<file path="src/rtl/counter_d_step_pkg.sv">
// Shared widths and the extended-count type used for overflow-free bound compares.
package counter_d_step_pkg;

  localparam int CNT_WIDTH  = 36;
  localparam int STEP_WIDTH = 9;

  // One extra bit so cnt+step and MIN_COUNT+step never alias at full scale.
  typedef logic [CNT_WIDTH:0] ext_cnt_t;

endpackage

</file>
<file path="src/rtl/counter_d_next.sv">
// Combinational next-count for an enabled edge: step up/down with wrap onto the opposite bound.
module counter_d_next
  import counter_d_step_pkg::*;
#(
  parameter int WIDTH      = CNT_WIDTH,
  parameter int STEP_WIDTH = counter_d_step_pkg::STEP_WIDTH
) (
  input  logic [WIDTH-1:0]      cnt_i,
  input  logic                  updown_i,
  input  logic [STEP_WIDTH-1:0] step_i,
  input  logic [WIDTH-1:0]      min_i,
  input  logic [WIDTH-1:0]      max_i,
  output logic [WIDTH-1:0]      cnt_d_o
);

  logic [WIDTH:0]   cnt_ext;
  logic [WIDTH:0]   step_ext;
  logic [WIDTH:0]   min_ext;
  logic [WIDTH:0]   max_ext;
  logic [WIDTH:0]   sum_ext;
  logic [WIDTH:0]   floor_ext;
  logic [WIDTH-1:0] diff;

  always_comb begin
    cnt_ext   = {1'b0, cnt_i};
    step_ext  = {{(WIDTH + 1 - STEP_WIDTH){1'b0}}, step_i};
    min_ext   = {1'b0, min_i};
    max_ext   = {1'b0, max_i};
    sum_ext   = cnt_ext + step_ext;
    floor_ext = min_ext + step_ext;
    diff      = cnt_i - step_ext[WIDTH-1:0];
  end

  // An out-of-range count falls into the same wrap branches, so no separate
  // correction path is needed; MIN > MAX is handled by the same literal rules.
  always_comb begin
    cnt_d_o = cnt_i;
    if (updown_i) begin
      if (sum_ext > max_ext) cnt_d_o = min_i;
      else                   cnt_d_o = sum_ext[WIDTH-1:0];
    end else begin
      if (cnt_ext < floor_ext) cnt_d_o = max_i;
      else                     cnt_d_o = diff;
    end
  end

endmodule

</file>
<file path="src/rtl/counter_d_step.sv">
// Programmable up/down step counter with run-time inclusive bounds; cnt is a bare register.
module counter_d_step
  import counter_d_step_pkg::*;
#(
  parameter int WIDTH      = CNT_WIDTH,
  parameter int STEP_WIDTH = counter_d_step_pkg::STEP_WIDTH
) (
  input  logic                  clk,
  input  logic                  rst,
  input  logic                  ena,
  input  logic                  updown,
  input  logic [STEP_WIDTH-1:0] step,
  input  logic [WIDTH-1:0]      MIN_COUNT,
  input  logic [WIDTH-1:0]      MAX_COUNT,
  output logic [WIDTH-1:0]      cnt
);

  logic [WIDTH-1:0] cnt_q;
  logic [WIDTH-1:0] cnt_d;

  counter_d_next #(
    .WIDTH      (WIDTH),
    .STEP_WIDTH (STEP_WIDTH)
  ) u_next (
    .cnt_i    (cnt_q),
    .updown_i (updown),
    .step_i   (step),
    .min_i    (MIN_COUNT),
    .max_i    (MAX_COUNT),
    .cnt_d_o  (cnt_d)
  );

  // ena is a plain per-cycle qualifier; there is no valid/ready handshake.
  always_ff @(posedge clk or negedge rst) begin
    if (!rst)     cnt_q <= '0;
    else if (ena) cnt_q <= cnt_d;
  end

  assign cnt = cnt_q;

endmodule

</file>
<file path="config.mk">
export PLATFORM = sky130hd
export DESIGN_NAME = counter_d_step
export DESIGN_NICKNAME = d
export VERILOG_FILES = /design/src/rtl/counter_d_step_pkg.sv /design/src/rtl/counter_d_next.sv /design/src/rtl/counter_d_step.sv
export SDC_FILE = /design/constraint.sdc
export NUM_CORES = 1
export LEC_CHECK = 0
export CAP_MARGIN = 10
export CORE_MARGIN = 5
export CORE_UTILIZATION = 42
export DETAILED_ROUTE_END_ITERATION = 16
export PLACE_DENSITY_LB_ADDON = 0.05
export SYNTH_ARGS = -nofsm -noshare
export SYNTH_HDL_FRONTEND = slang
export SYNTH_HIERARCHICAL = 1
export SYNTH_SLANG_ARGS = --single-unit
</file>
<file path="constraint.sdc">
create_clock -name clk -period 6 [get_ports clk]
set_input_delay 0.6 -clock clk [delete_from_list [all_inputs] [get_ports clk]]
set_output_delay 0.6 -clock clk [all_outputs]
set_load 0.01 [all_outputs]
</file>
Yosys cells after proc, flatten, opt, wreduce, memory -nomap -nowiden
Index checks and enable logic that the tools add are counted.
{"block": "totals", "mem_bits_rw": 0, "wordCells": 9, "ff_bits": 36, "latchBits": 0, "romBits": 0, "n_memories": 0, "input_bits": 85}
{"block": "classes", "bitwise": 0, "mul": 0, "magnitude_cmp": 2, "div_mod_pow": 0, "add_sub_neg": 3, "reduce_logical": 0, "n_eq_ne": 0, "mux": 3, "shifts": 0}
{"op": "two-way mux 36 bit", "count": 3}
{"op": "adder 36 x 9 -> 37 bit", "count": 2}
{"op": "greater-than comparator 37 x 36 -> 1 bit", "count": 1}
{"op": "less-than comparator 36 x 37 -> 1 bit", "count": 1}
{"op": "subtractor 36 x 9 -> 36 bit", "count": 1}

Logic depth before layout (Yosys ltp)
Gate-level depths: netlist of run 1.
{"block": "depth", "depth_word": 4, "ltp_mapped": 22, "depth_no_buf": 20}

By module
The synthesis of run 1 kept the hierarchy.
{"module": "counter_d_next", "cells_per_inst": 781, "area_per_inst_um2": 5765.5, "n_inst": 1}
{"module": "counter_d_step", "cells_per_inst": 76, "area_per_inst_um2": 1490.2, "n_inst": 1}

Least setup slack after synthesis of run 1
No wires, ideal clock.
{"block": "synth_timing", "kind": "input to register", "start": "input step[0]", "end": "register cnt_q[4] (netlist: cnt[4])", "required_ns": 5.875, "path_slack_ns": 1.192, "arrival_time_ns": 4.683, "stages": 19, "setup_ns": 0.125, "n_path_buf": 0, "cell_sequence": "ha_1 inv_1 fa_1 nor3_1 o31a_1 o21ai_4 a21oi_1 nand3_1 xnor2_1 ha_1 a21o_1 a21o_1 a221oi_1 o21ai_0 a2111oi_4 nor2_8 mux2_4 mux2_4 mux2_4"}
{"block": "synth_between", "elab_chain_cells": 4, "elab_cells_between_ends": 8}
{"item": "start, declared", "line": "counter_d_step.sv:12", "rtl": "input logic [STEP_WIDTH-1:0] step,"}
{"item": "adder 36 x 9 -> 37 bit (on tied branches)", "line": "counter_d_next.sv:30, counter_d_next.sv:29"}
{"item": "less-than comparator 36 x 37 -> 1 bit / greater-than comparator 37 x 36 -> 1 bit (equally long branches)", "line": "counter_d_next.sv:42, counter_d_next.sv:39"}
{"item": "two-way mux 36 bit (on tied branches)", "line": "counter_d_next.sv:42, counter_d_next.sv:39"}
{"item": "two-way mux 36 bit (*)", "line": "counter_d_next.sv:38", "rtl": "if (updown_i) begin"}
{"item": "named net cnt_d[4]", "line": "counter_d_step.sv:19", "rtl": "logic [WIDTH-1:0] cnt_d;"}
{"item": "end signal, assigned", "line": "counter_d_step.sv:36", "rtl": "else if (ena) cnt_q <= cnt_d;"}
{"item": "end, declared", "line": "counter_d_step.sv:18", "rtl": "logic [WIDTH-1:0] cnt_q;"}
Mark *: on every way through the listed nets, which the timed path passes. The rest lies on a longest branch.
A chain may end at the register's enable or synchronous reset.

Final worst setup path of run 1
{"block": "layout_timing", "start": "input MIN_COUNT[0]", "end": "register cnt_q[20] (netlist: cnt[20])"}
{"block": "layout_between", "elab_chain_cells": 4}
{"item": "start, declared", "line": "counter_d_step.sv:13", "rtl": "input logic [WIDTH-1:0] MIN_COUNT,"}
{"item": "adder 36 x 9 -> 37 bit", "line": "counter_d_next.sv:30", "rtl": "floor_ext = min_ext + step_ext;"}
{"item": "less-than comparator 36 x 37 -> 1 bit", "line": "counter_d_next.sv:42", "rtl": "if (cnt_ext < floor_ext) cnt_d_o = max_i;"}
{"item": "two-way mux 36 bit", "line": "counter_d_next.sv:42"}
{"item": "two-way mux 36 bit", "line": "counter_d_next.sv:38"}
{"item": "named net cnt_d[20]", "line": "counter_d_step.sv:19"}
The timed path passes the listed nets, and every way through them passes these cells.

==> out/qor.txt, run 1 <==
Antenna diode count - 0
Critical Path End - cnt[20]$_DFFE_PN0P_
Crit Path Class - in -> reg
Asr flop ratio synth - 1.00
Post-synth top flop - dfrtp_1
Reg2reg end - cnt[18]$_DFFE_PN0P_
# rows - 48
DR iter-0 viols - 271
Post-Syn Nets - 1043
Worst clock skew - 0.00630 ns
Final setup violation count - 0
Seq/Total Area, Yosys - 0.124
CTS buffer count - 5
Sink Count - 36
Pwr Density - 462 mW/mm²
Hold buffers post-CTS - 0
Status - finished, final reports clean
Layout Cells excl Fill - 1197
Startpoint types - primary input
Wirelength per Cell - 18.6 µm
Final net count - 1157
Routed vias - 6502
GRT Overall Usage - 0.221
Post-synth EDFFs - 0
Die height - 141 µm
Final period utilization - 0.915
Post-synth design cell area - 0.00726 mm²
Largest net degree at the start of global routing - 39
Post-synthesis sequential element count - 36
Vias in the first global route - 6532
Reg2Reg Setup Slack - 0.91 ns
Critical path fanouts, max - 11
H-tree depth - 2
Max_slew headroom - 0.358
R2r worst-path depth - 20
WP data arrival - 5.67 ns
Setup TNS - 0 ns
Max Slew Vio Count - 0
Syn-to-layout area delta - 21.7%
Commonest non-fill, non-tap cell in the layout - clkdlybuf4s50_1
Initial Util - 0.424
Most frequent cells in the layout - clkdlybuf4s50_1, mux2i_1, ha_1, inv_1, nor2_1
Max Fclk - 182 MHz
Setup bufs post-CTS - 0
Post_cts resized - 0
I/O Buffers - 120
Yosys top cell by area - ha_1
Max reg flops - 36
Syn Area/Cell - 8.47 µm²
Peak VDD IR - 0.000238 V
Dpl cells - 1189
CTS tree - done
Yosys warns - 6
Core ar. - 0.0171 mm²
Clock latency at the later pin of the worst-skew pair - 0.30 ns
Hold slack - 0.458 ns
Global placement routability congestion - 0.921
Routed Antenna Nets - 0
TritonRoute pass-1 iters - 5
Crit end category - flip-flop
Max Cap Violations - 0
CTS root buf - clkbuf_16
Unrepaired setup endpoints after global routing - false
CP required - 6.19 ns
DIE WIDTH - 141 µm
Share of cells above drive strength 1 - 0.0885
Worst-Margin Slew - 0.964 ns
Clock slew at reported path FFs - 0.06 ns
R2R Path Start - cnt[0]$_DFFE_PN0P_
Final WL - 22200 µm
Die area - 0.0200 mm²
Drt drc - 0
Post-Syn Instances - 857
Fin. Hold Viols - 0
Min Clock Period, post-route - 5.49 ns
Pleak - 4.01 nW
Longest Clk Path Bufs - 2
Fillers - 1716
HP Class - in -> async
Initial antenna violation count - 0
Yosys top cell area share - 0.169
Remaining global-route overflow - 0
Yosys cell types - 64
Dominant cells by area after synthesis - ha_1, mux2i_1, dfrtp_1, mux2_4, xnor2_1
First-pass GRT wire length - 35300 µm
Boundary pin count - 121
Dpl hpwl - 17500 µm
CP Launch Point - MIN_COUNT[0]
Avg Vias per Cell - 5.43
kinds of logic after synthesis:
logic type / Yosys count / synth area share
buffers and inverters: 96 / 0.0636
muxes: 142 / 0.219
AOI/OAI and AO/OA: 122 / 0.113
and+or+nand+nor: 263 / 0.186
xor gates and xnor gates: 97 / 0.117
adders and majority gates: 101 / 0.177
DFF: 36 / 0.124
per-stage QoR:
step	setup WS [ns]	util	cell area, µm²	total power, mW
2_1_floorplan	1.19	-	7260	2.85
3_3_place_gp	0.203	0.507	8680	3.78
3_5_place_dp	0.224	0.507	8680	3.79
4_1_cts	0.522	0.516	8830	4.10
5_1_grt	0.164	0.516	8830	4.45
6_report	0.511	0.516	8830	4.08
worst min-delay path by stage:
stage	start	endpoint	slack (ns)	cells after the start
4_1_cts	rst	cnt[29]$_DFFE_PN0P_	0.50	1
5_1_grt	rst	cnt[29]$_DFFE_PN0P_	0.55	1
3_5_place_dp	cnt[8]$_DFFE_PN0P_	cnt[8]$_DFFE_PN0P_	0.62	1
6_report	rst	cnt[29]$_DFFE_PN0P_	0.46	1
3_3_place_gp	cnt[0]$_DFFE_PN0P_	cnt[0]$_DFFE_PN0P_	0.61	1
2_1_floorplan	rst	cnt[0]$_DFFE_PN0P_	0.30	0
worst max-delay path: stages:
cell             delay (ns)
clkdlybuf4s50_1        0.52
ha_1                   0.20
inv_1                  0.06
fa_1                   0.39
nand2b_1               0.19
a21o_1                 0.23
a211oi_1               0.26
o21ba_2                0.22
nand3_1                0.20
nor2_1                 0.20
buf_4                  0.15
nand3_1                0.10
xor2_1                 0.16
ha_1                   0.29
nand3_1                0.16
o22ai_1                0.11
nor3_1                 0.14
nor2_1                 0.11
o31ai_4                0.40
buf_4                  0.32
mux2i_1                0.27
mux2i_1                0.10
mux2_4                 0.28
Yosys cell counts, types with 5 or more instances:
cell and count:
xor2_1 43, mux2i_1 102, buf_2 14, nor2b_1 8, mux2_4 32, nand4_1 22, dfrtp_1 36, clkbuf_1 12
o21a_1 6, o21ai_0 25, mux2_2 8, or3_1 8, inv_1 61, and3_1 8, xnor2_1 54, ha_1 98
nand3_1 34, a21oi_1 40, a21o_1 9, nand2b_1 14, nor2_1 59, and4_1 5, nor4_1 10, nand2_1 52
nor3_1 26, o211ai_1 6, a211oi_1 7
area by class of cell:
cell class / count / area, µm² / share of cell area
clock buffers: 8 / 146 / 0.0166
inverters: 61 / 229 / 0.0259
multi-input cells: 725 / 5910 / 0.669
flip-flops and latches: 36 / 901 / 0.102
well taps: 225 / 282 / 0.0319
repair buffers: 142 / 1360 / 0.154
metal layers:
| metal | part of all wire | vias to the layer above | GRT usage |
|---|---|---|---|
| met5 | 0 | - | 0 |
| met1 | 0.48 | 3050 | 0.304 |
| met2 | 0.48 | 125 | 0.374 |
| li1 | - | 3313 | - |
| met3 | 0.034 | 14 | 0.0280 |
| met4 | 0.011 | 0 | 0.0419 |
report_power, final:
group,internal (mW),switching [mW]
Sequential,0.367,0.352
Clock,0.166,0.119
Combinational,1.57,1.51
Total,2.10,1.98
No activity file was read; power rests on OpenSTA's default activity.
==> inputs of run 2 (changes only) <==
CAP_MARGIN = default   (was 10)
==> results of run 2 <==
The final DEF is identical to that of run 1; final timing and power are the same.
==> inputs of run 3 (changes only) <==
SKIP_LAST_GASP = 1   (was default)
==> results of run 3 <==
The final DEF is identical to that of run 1; final timing and power are the same.
